`config.mk`:
```
export PLATFORM = sky130hd
export DESIGN_NAME = serial_cmd_engine
export DESIGN_NICKNAME = d
export VERILOG_FILES = /design/src/rtl/serial_cmd_pkg.sv /design/src/rtl/serial_tx_sequencer.sv /design/src/rtl/serial_cmd_engine.sv
export SDC_FILE = /design/constraint.sdc
export NUM_CORES = 2
export LEC_CHECK = 0
export BUFFER_PORTS_ARGS = -buffer_cell sky130_fd_sc_hd__buf_2
export CAP_MARGIN = 20
export CORE_MARGIN = 2
export CORE_UTILIZATION = 30
export CTS_BUF_LIST = sky130_fd_sc_hd__clkbuf_16
export DETAILED_ROUTE_END_ITERATION = 12
export PLACE_DENSITY = 0.55
export RECOVER_POWER = 50
export SETUP_SLACK_MARGIN = 0.4
export SYNTH_ARGS = -nofsm -noshare
export SYNTH_HDL_FRONTEND = slang
export SYNTH_SLANG_ARGS = --single-unit
```
`constraint.sdc`:
```
create_clock -name clk -period 10 [get_ports clk]
set_input_delay 1 -clock clk [delete_from_list [all_inputs] [get_ports clk]]
set_output_delay 1 -clock clk [all_outputs]
set_load 0.05 [all_outputs]
```
`src/rtl/serial_cmd_pkg.sv`:
```
// Shared opcodes, FSM state encoding and sizing helpers for the serial command engine.
package serial_cmd_pkg;

   localparam logic [7:0] OP_VERSION = 8'h00;
   localparam logic [7:0] OP_WRITE   = 8'h01;
   localparam logic [7:0] OP_READ    = 8'h02;
   localparam logic [7:0] OP_HISTO   = 8'h03;
   localparam logic [7:0] OP_STROBE  = 8'h04;

   typedef enum logic [2:0] {IDLE, ARGS, EXEC, TX_LOAD, TX_WAIT} state_t;

   function automatic int args_for(input logic [7:0] opcode, input int reg_bytes);
      case (opcode)
         OP_WRITE:           return 1 + reg_bytes;
         OP_READ, OP_STROBE: return 1;
         default:            return 0;
      endcase
   endfunction

   function automatic logic op_known(input logic [7:0] opcode);
      return opcode <= OP_STROBE;
   endfunction

   function automatic int txbuf_depth(input int reg_bytes, input int num_histos);
      int d;
      d = 1;
      if (reg_bytes > d) d = reg_bytes;
      if (num_histos * 4 > d) d = num_histos * 4;
      return d;
   endfunction

   localparam int TXBUF_DEPTH = txbuf_depth(4, 8);

endpackage

```
`src/rtl/serial_tx_sequencer.sv`:
```
// Holds a reply snapshot and feeds it byte by byte to the UART transmitter.
module serial_tx_sequencer
   import serial_cmd_pkg::*;
#(
   parameter int DEPTH = TXBUF_DEPTH,
   localparam int IW = (DEPTH > 1) ? $clog2(DEPTH) : 1
) (
   input  logic                 clk,
   input  logic                 rstn,
   input  logic                 load,
   input  logic [DEPTH*8-1:0]   load_data,
   input  logic [IW-1:0]        load_last,
   input  logic                 tx_busy,
   output logic                 tx_start,
   output logic [7:0]           tx_data,
   output logic                 done
);

   logic [7:0]    buf_reg [DEPTH];
   state_t        state_reg;
   logic [IW-1:0] idx_reg;
   logic [IW-1:0] last_reg;
   logic          first_reg;

   always_ff @(posedge clk) begin
      if (load) begin
         for (int k = 0; k < DEPTH; k++) buf_reg[k] <= load_data[k*8 +: 8];
      end
   end

   always_ff @(posedge clk or negedge rstn) begin
      if (!rstn) begin
         state_reg <= IDLE;
         idx_reg   <= '0;
         last_reg  <= '0;
         first_reg <= 1'b0;
         tx_start  <= 1'b0;
         tx_data   <= 8'h00;
         done      <= 1'b0;
      end else begin
         tx_start <= 1'b0;
         done     <= 1'b0;
         case (state_reg)
            IDLE: if (load) begin
               idx_reg   <= '0;
               last_reg  <= load_last;
               state_reg <= TX_LOAD;
            end
            TX_LOAD: if (!tx_busy) begin
               tx_data   <= buf_reg[idx_reg];
               tx_start  <= 1'b1;
               first_reg <= 1'b1;
               state_reg <= TX_WAIT;
            end
            TX_WAIT: begin
               // tx_busy only becomes meaningful one cycle after the launch
               if (first_reg) begin
                  first_reg <= 1'b0;
               end else if (!tx_busy) begin
                  if (idx_reg == last_reg) begin
                     done      <= 1'b1;
                     state_reg <= IDLE;
                  end else begin
                     idx_reg   <= idx_reg + IW'(1);
                     state_reg <= TX_LOAD;
                  end
               end
            end
            default: state_reg <= IDLE;
         endcase
      end
   end

endmodule

```
`src/rtl/serial_cmd_engine.sv`:
```
// UART command decoder: register bank writes/readback, strobes, histogram snapshot replies.
module serial_cmd_engine
   import serial_cmd_pkg::*;
#(
   parameter logic [7:0] FW_VERSION = 8'h08,
   parameter int NUM_REGS    = 16,
   parameter int REG_BYTES   = 4,
   parameter logic [NUM_REGS*REG_BYTES*8-1:0] REG_RESET = '0,
   parameter int NUM_HISTOS  = 8,
   parameter int NUM_STROBES = 8,
   parameter int RX_TIMEOUT  = 50000000
) (
   input  logic                            clk,
   input  logic                            rstn,
   input  logic                            rx_ready,
   input  logic [7:0]                      rx_data,
   input  logic                            tx_busy,
   output logic                            tx_start,
   output logic [7:0]                      tx_data,
   input  logic [NUM_HISTOS*32-1:0]        histos,
   output logic                            resethist,
   output logic [NUM_REGS*REG_BYTES*8-1:0] regs,
   output logic [NUM_REGS-1:0]             reg_wr,
   output logic [NUM_STROBES-1:0]          strobe,
   output logic [7:0]                      err_count
);

   localparam int RW        = REG_BYTES * 8;
   localparam int BUF_DEPTH = txbuf_depth(REG_BYTES, NUM_HISTOS);
   localparam int IW        = (BUF_DEPTH > 1) ? $clog2(BUF_DEPTH) : 1;
   localparam int ARG_DEPTH = 1 + REG_BYTES;
   localparam int CW        = $clog2(ARG_DEPTH);
   localparam int TW        = $clog2(RX_TIMEOUT + 1);

   state_t          state_reg;
   logic [7:0]      op_reg;
   logic [CW-1:0]   cnt_reg;
   logic [TW-1:0]   tmo_reg;
   logic [7:0]      err_reg;
   logic            resethist_reg;
   logic [7:0]      arg_reg [ARG_DEPTH];

   logic [7:0]           addr;
   logic                 last_arg, tmo_hit, addr_ok, index_ok, load, done;
   logic                 err_a, err_b;
   logic [8:0]           err_sum;
   logic [RW-1:0]        wdata, rdata;
   logic [BUF_DEPTH*8-1:0] load_data;
   logic [IW-1:0]        load_last;

   assign addr     = arg_reg[0];
   assign last_arg = 32'(cnt_reg) == args_for(op_reg, REG_BYTES) - 1;
   assign tmo_hit  = tmo_reg == TW'(RX_TIMEOUT);
   assign addr_ok  = 32'(addr) < NUM_REGS;
   assign index_ok = 32'(addr) < NUM_STROBES;
   assign load     = (state_reg == EXEC) &&
                     (op_reg == OP_VERSION || op_reg == OP_HISTO || (op_reg == OP_READ && addr_ok));

   // Two error sources can coincide in EXEC (bad address plus a dropped byte)
   always_comb begin
      err_a = rx_ready && (state_reg == EXEC || state_reg == TX_WAIT);
      err_b = 1'b0;
      case (state_reg)
         IDLE: err_b = rx_ready && !op_known(rx_data);
         ARGS: err_b = tmo_hit;
         EXEC: begin
            if (op_reg == OP_WRITE || op_reg == OP_READ) err_b = !addr_ok;
            else if (op_reg == OP_STROBE)                err_b = !index_ok;
         end
         default: err_b = 1'b0;
      endcase
      err_sum = {1'b0, err_reg} + {8'b0, err_a} + {8'b0, err_b};
   end

   always_comb begin
      wdata = '0;
      for (int b = 0; b < REG_BYTES; b++) wdata[b*8 +: 8] = arg_reg[b+1];
      rdata = '0;
      for (int k = 0; k < NUM_REGS; k++) begin
         if (32'(addr) == k) rdata = regs[k*RW +: RW];
      end
      load_data = '0;
      load_last = '0;
      case (op_reg)
         OP_READ: begin
            load_data[RW-1:0] = rdata;
            load_last         = IW'(REG_BYTES - 1);
         end
         OP_HISTO: begin
            load_data[NUM_HISTOS*32-1:0] = histos;
            load_last                    = IW'(NUM_HISTOS * 4 - 1);
         end
         default: load_data[7:0] = FW_VERSION;
      endcase
   end

   always_ff @(posedge clk or negedge rstn) begin
      if (!rstn) begin
         state_reg     <= IDLE;
         op_reg        <= 8'h00;
         cnt_reg       <= '0;
         tmo_reg       <= '0;
         err_reg       <= 8'h00;
         resethist_reg <= 1'b0;
      end else begin
         resethist_reg <= 1'b0;
         err_reg       <= err_sum[8] ? 8'hFF : err_sum[7:0];
         case (state_reg)
            IDLE: if (rx_ready && op_known(rx_data)) begin
               op_reg  <= rx_data;
               cnt_reg <= '0;
               tmo_reg <= '0;
               if (args_for(rx_data, REG_BYTES) == 0) begin
                  state_reg     <= EXEC;
                  // high during EXEC, the cycle whose closing edge takes the snapshot
                  resethist_reg <= (rx_data == OP_HISTO);
               end else begin
                  state_reg <= ARGS;
               end
            end
            ARGS: begin
               if (tmo_hit) begin
                  state_reg <= IDLE;
               end else if (rx_ready) begin
                  tmo_reg <= '0;
                  cnt_reg <= cnt_reg + CW'(1);
                  if (last_arg) state_reg <= EXEC;
               end else begin
                  tmo_reg <= tmo_reg + TW'(1);
               end
            end
            EXEC:    state_reg <= load ? TX_WAIT : IDLE;
            TX_WAIT: if (done) state_reg <= IDLE;
            default: state_reg <= IDLE;
         endcase
      end
   end

   always_ff @(posedge clk) begin
      if (state_reg == ARGS && rx_ready && !tmo_hit) arg_reg[cnt_reg] <= rx_data;
   end

   for (genvar gi = 0; gi < NUM_REGS; gi++) begin : g_reg
      logic [RW-1:0] value_reg;
      logic          wr_reg;
      logic          hit;
      assign hit = (state_reg == EXEC) && (op_reg == OP_WRITE) && (32'(addr) == gi);
      always_ff @(posedge clk or negedge rstn) begin
         if (!rstn) begin
            value_reg <= REG_RESET[gi*RW +: RW];
            wr_reg    <= 1'b0;
         end else begin
            wr_reg <= hit;
            if (hit) value_reg <= wdata;
         end
      end
      assign regs[gi*RW +: RW] = value_reg;
      assign reg_wr[gi]        = wr_reg;
   end

   for (genvar gi = 0; gi < NUM_STROBES; gi++) begin : g_strobe
      logic pulse_reg;
      always_ff @(posedge clk or negedge rstn) begin
         if (!rstn) pulse_reg <= 1'b0;
         else       pulse_reg <= (state_reg == EXEC) && (op_reg == OP_STROBE) && (32'(addr) == gi);
      end
      assign strobe[gi] = pulse_reg;
   end

   serial_tx_sequencer #(.DEPTH(BUF_DEPTH)) u_tx (
      .clk       (clk),
      .rstn      (rstn),
      .load      (load),
      .load_data (load_data),
      .load_last (load_last),
      .tx_busy   (tx_busy),
      .tx_start  (tx_start),
      .tx_data   (tx_data),
      .done      (done)
   );

   assign resethist = resethist_reg;
   assign err_count = err_reg;

endmodule

```
# Word-level counts from Yosys, hierarchy flattened
# Memory sizes are Yosys's and may differ from the RTL's. A register that Yosys moved wholly into a read port is not among the register bits.
# Cells that the tools add are included.
# Widths: inputs -> output; s select.
# word_totals
ff_bits,601
latchBits,0
mem_bits_rw,296
rom_bits,0
input_bits,268
out_inout_bits,554
elab_cells,237
n_memories,2
# classes
add_sub_neg,6
mul,0
n_div,0
magnitude_cmp,3
eq_ne,42
shifts,0
n_mux,70
bitwise,1
reduce_logical,61
# mem_list
name,words,width,read_ports,rd_clocked_by_memory_dff,write_ports,line_no,source
u_tx.buf_reg,32,8,1,1,32,serial_tx_sequencer.sv:19,logic [7:0] buf_reg [DEPTH];
arg_reg,5,8,5,0,1,serial_cmd_engine.sv:41,logic [7:0] arg_reg [ARG_DEPTH];
# op_table
cell,count
$mux 32,18
$mux 224,1
$mux 26,3
$eq 8x4->1 const B,8
$pmux 26 s2,1
$eq 8x2->1 const B,6
$eq 8x3->1 const B,6
$pmux 24 s2,1
$mux 3,13
$logic_and 1x1->1,33
$eq 3x32->1,1
$logic_not 32->1,1
$sub 32x1->32 const B,1
$add 26x1->26 const B,1
$eq 26x26->1 const B,1
$eq 8x1->1 const B,3
$mux 5,4
$pmux 5 s2,2
$pmux 3 s2,3
$logic_not 8->1,2
$mux 1,16
$ne 2x2->1 const B,8
$pmux 8 s2,1
$pmux 3 s4,1
other kinds (28),48

# Logic depth before layout (Yosys ltp)
# An unclocked memory read counts as a cell.
# depth
word_depth,19
depth_mapped,13
depth_no_buf,13

# Cells and area by module
# Synthesis repeated with hierarchy kept, for this count alone.
# unflattened
cells_unflattened,3272
hier_area_um2,41732.5
# by_module_without_submodules
module,n_inst,cells_per_inst,area_per_inst_um2,seq_area_each_um2
serial_cmd_engine,1,2726,30885.9,15840.2
serial_tx_sequencer,1,546,10846.7,8262.9

# Least setup slack after synthesis
# OpenSTA, ideal clock, no wires.
# synth_path
path_type,reg2reg
from,reg op_reg[3]
to,mem u_tx.buf_reg[0][0] (enable)
setup_time_ns,0.607
arrival_ns,6.464
t_required_ns,9.393
slack_ns,2.930
path_stages_with_launch,5
path_buffers,0
synth_period_minus_slack_ns,7.070
path_cell_list,dfrtp_1 or4_4 nand4b_1 or3_1 inv_1
# synth_lines
element,line_no,source
"start, declared",serial_cmd_engine.sv:36,logic [7:0] op_reg;
"start signal, assigned",serial_cmd_engine.sv:110,op_reg <= rx_data;
"end, declared",serial_tx_sequencer.sv:19,

==> metrics.md <==
| Metric | Value |
|---|---|
| Status | `finished, violations left` |
| Failing checks | `max-capacitance violations, max-slew violations` |
| Max reg flops | `between 500 and 600` |
| CP cell instances | `clkbuf_1 > nand2b_1 > nor2_1 > clkbuf_1 > nand2_1 > nor2_4 > buf_4 > mux2_2` |
| First-iteration detailed-routing DRC count | `~3,600` |
| Slew Limit Fails | `approximately 190` |
| Worst vdd ir | `roughly 0.00012 V` |
| Initial antenna violation count | `27` |
| Tcrit/Tclk final | `66.62%` |
| Die H | `373.5 um` |
| Port bufs | `roughly 820` |
| Relative slew margins | `-261.6%` |
| Synth Area in Adders | `0.2016%` |
| CTS buffer count | `about 100` |
| Flop-to-flop setup slack | `between 3000 and 4000 ps` |
| Routed via count | `approximately 33,000` |
| Switching Share | `27.10%` |
| Critical path's largest stage delay | `approximately 2200 ps` |
| WL final | `189.5 mm` |
| Top-area cell type share of the netlist area | `36.97%` |
| Layout Nets | `around 4,400` |
| Core Region | `135,500 um2` |
| Clock Sinks | `~900` |
| Starting Density | `between 30% and 40%` |
| Worst slew pin tran | `approximately 5400 ps` |
| Setup crit end kind | `flip-flop` |
| Fraction of registers with async set/reset | `67.15%` |
| Post-Syn Area | `between 40,000 and 50,000 um2` |
| Syn avg cell area | `12.20 um2` |
| Die X | `between 300 and 400 um` |
| Largest family of logic cells by synthesized area | `multiplexers` |
| Die Area | `around 140,000 um2` |
| Placed instance area | `between 40,000 and 50,000 um2` |
| Post-synth top flop | `dfrtp_1` |
| MaxCap Viol Count | `4` |
| Clock share of power | `between 40% and 50%` |
| Met3 WL | `19.23 mm` |
| Uppermost layer routed | `met5` |
| DRT Pass-1 Iters | `6` |
| # resized after CTS | `0` |
| Worst-path fanout max | `45` |
| Final Cell Area | `49,580 um2` |
| Reg power frac | `46.9%` |
| Total power draw | `~8.6 mW` |
| Worst endpoint required time | `10,610 ps` |
| Vias in the first global route | `31,498` |
| Max clock buf depth | `3` |
| Area leader, netlist | `dfrtp_1` |
| Fmax | `about 150 MHz` |
| Worst-Skew Late Latency | `roughly 760 ps` |
| Clock transition at the registers of the reported paths | `around 60 ps` |
| Syn. warnings | `0` |
| Register area share after synthesis | `a little under 60%` |
| Maximum number of pins on one net before global-route repair | `between 200 and 250` |
| Compound-Gate Fraction of Synth Area | `under 10%` |
| Cell internal pwr | `around 6.3 mW` |
| WL met2 | `~89 mm` |
| Fin. Hold Viols | `0` |
| Setup TNS | `0 ps` |
| CP startpoint kind | `flip-flop` |
| CTS H-tree lvls | `3` |
| Comb pwr share | `8.9%` |
| Final Wtd Congestion | `0.9263` |
| CTS Hold Buffers Added | `0` |
| Non-filler cells, final | `a little under 6,000` |
| Final design utilization | `between 30% and 40%` |
| Distinct cells, synth | `80` |
| GR Util All Layers | `26.42%` |
| First-pass GRT wire length | `260.4 mm` |
| Placed cells | `about 5,800` |
| #FFs+latches synth | `about 900` |
| Net Sw Power | `between 2 and 2.5 mW` |
| Wire length per cell | `31.80 um` |
| Share of cells above drive strength 1 | `24.31%` |
| Net Count, Synth | `3,631` |
| Max Clock Skew | `around 91 ps` |
| Root buffer cell | `clkbuf_16` |
| Remaining antenna violation count | `0` |
| Synth Area in XOR/XNOR | `less than 1%` |
| Crit Path Category | `reg2reg` |
| Leak pwr | `approximately 22 nW` |
| Ports | `around 820` |
| Mux cell area share after synthesis | `between 10% and 20%` |
| Top cells by area, synth | `dfrtp_1 (37%), edfxtp_1 (22%), mux2_2 (11%)` |
| # rows | `135` |
| RSZ-0062 raised after global routing | `no` |
| # setup viols final | `0` |
| Number of synthesized flops with an enable pin | `between 200 and 300` |
| Tmin final | `6662 ps` |
| Power per cell area | `around 170 nW/um2` |
| Residual DRC | `0` |
| Simple-gate share of the synthesized area | `approximately an eighth` |
| Worst path slowest cell | `clkbuf_1` |
| Post-synthesis instance total | `roughly 3,400` |
| Grt total ovfl | `0` |
| Worst hold path class | `reg2reg` |
| DR vias/cell | `approximately 5.5` |
| DP Wirelength | `between 100 and 150 mm` |
| Post-CTS Setup Bufs | `0` |
| CP dominant cell by count | `clkbuf_1` |
| CTS tree | `done` |
| Met1 WL | `slightly above 70 mm` |
| WP data arrival | `7270 ps` |
| P&R area growth vs syn | `21.06%` |
routing by layer:
layer	GRT usage, %	vias up
met5	0	-
met4	10.80	24
met3	8.050	450
met2	43.50	1931
met1	32.19	16602
li1	-	13541
stage by stage:
stage | setup WS, ps | hold slack (ps)
after floorplan | 2930 | 395.8
after global placement | 5338 | 429.7
after global routing | 2703 | 456.9
final | 3338 | 437.9
after detailed placement | 5274 | 419.5
after CTS | 5259 | 287.3
critical path: cells and delay by family, from the launching register on:
kind / cells / cell delay, ps
DFF: 1 / 320
buffers and inverters: 3 / 3180
and+or+nand+nor: 4 / 2620
muxes: 1 / 380
cells in the mapped netlist, types with 5 or more instances:
| library cell | count |
|---|---|
| a2111oi_0 | 11 |
| a211oi_1 | 10 |
| a21oi_1 | 148 |
| a221o_1 | 14 |
| a222oi_1 | 7 |
| a22o_1 | 16 |
| a22oi_1 | 57 |
| and2_1 | 233 |
| and3_1 | 7 |
| buf_1 | 29 |
| buf_2 | 44 |
| buf_4 | 24 |
| clkbuf_1 | 177 |
| dfrtp_1 | 605 |
| edfxtp_1 | 296 |
| ha_1 | 5 |
| inv_1 | 38 |
| mux2_1 | 9 |
| mux2_2 | 408 |
| mux2i_1 | 38 |
| mux4_2 | 81 |
| nand2_1 | 454 |
| nand2b_1 | 15 |
| nand3_1 | 35 |
| nand3b_1 | 6 |
| nand4_1 | 8 |
| nor2_1 | 163 |
| nor2b_1 | 12 |
| nor3_1 | 27 |
| nor3_2 | 10 |
| nor4_1 | 7 |
| o211ai_1 | 11 |
| o21a_1 | 5 |
| o21ai_0 | 162 |
| o221ai_1 | 22 |
| o22ai_1 | 54 |
| o31ai_1 | 8 |
| or3_1 | 8 |
| or4_1 | 5 |
| xnor2_1 | 13 |
| xor2_1 | 14 |
final cells by class:
cell class	count	area, um2
Antenna cell	6	15.01
Clock buffer	105	2628
Clock inverter	87	723.2
Fill cell	13757	85890
Inverter	38	150.1
Multi-Input combinational cell	2143	15730
Sequential cell	901	24040
Tap cell	1781	2228
Timing Repair Buffer	897	4066
cells in the final DEF (no fill, tap or decap), types with 24 or more instances in the layout:
cell	count
a21oi_1	148
a22oi_1	57
and2_1	228
buf_2	258
buf_4	59
clkbuf_1	570
clkbuf_16	105
dfrtp_1	603
edfxtp_1	296
inv_1	60
mux2_2	408
mux2i_1	38
mux4_2	81
nand2_1	450
nand3_1	35
nor2_1	152
nor3_1	24
o21ai_0	162
o22ai_1	54
logic make-up after synthesis:
group           Yosys count
fa+ha+maj                 6
buf+inv                 313
compound gates          559
simple gates           1015
flops                   901
mux                     536
xor+xnor                 27
path summary, 6_finish.rpt:
path / start / cells after the start / endpoint
max: arg_reg[0][1]$_DFFE_PP_ / 8 / g_reg[10].value_reg[15]$_DFFE_PN0P_
min: u_tx.done$_DFF_PN0_ / 1 / state_reg[2]$_DFFE_PN0P_
max reg2reg: arg_reg[0][1]$_DFFE_PP_ / 8 / g_reg[10].value_reg[15]$_DFFE_PN0P_
min reg2reg: u_tx.done$_DFF_PN0_ / 1 / state_reg[2]$_DFFE_PN0P_
max in group asynchronous: rstn / 3 / g_reg[3].value_reg[26]$_DFFE_PN0P_
min in group asynchronous: rstn / 1 / g_reg[0].value_reg[4]$_DFFE_PN0P_
power by group through the flow:
stage / Combinational (mW) / Sequential, mW / Clock, mW
detailed placement: 0.786 / 4.10 / 0
CTS: 0.788 / 4.03 / 3.85
floorplan: 0.417 / 4.08 / 0
global placement: 0.785 / 4.10 / 0
global route: 0.825 / 4.04 / 4.00
finish: 0.765 / 4.03 / 3.79
Note: power is estimated with default switching activity, not from simulation.
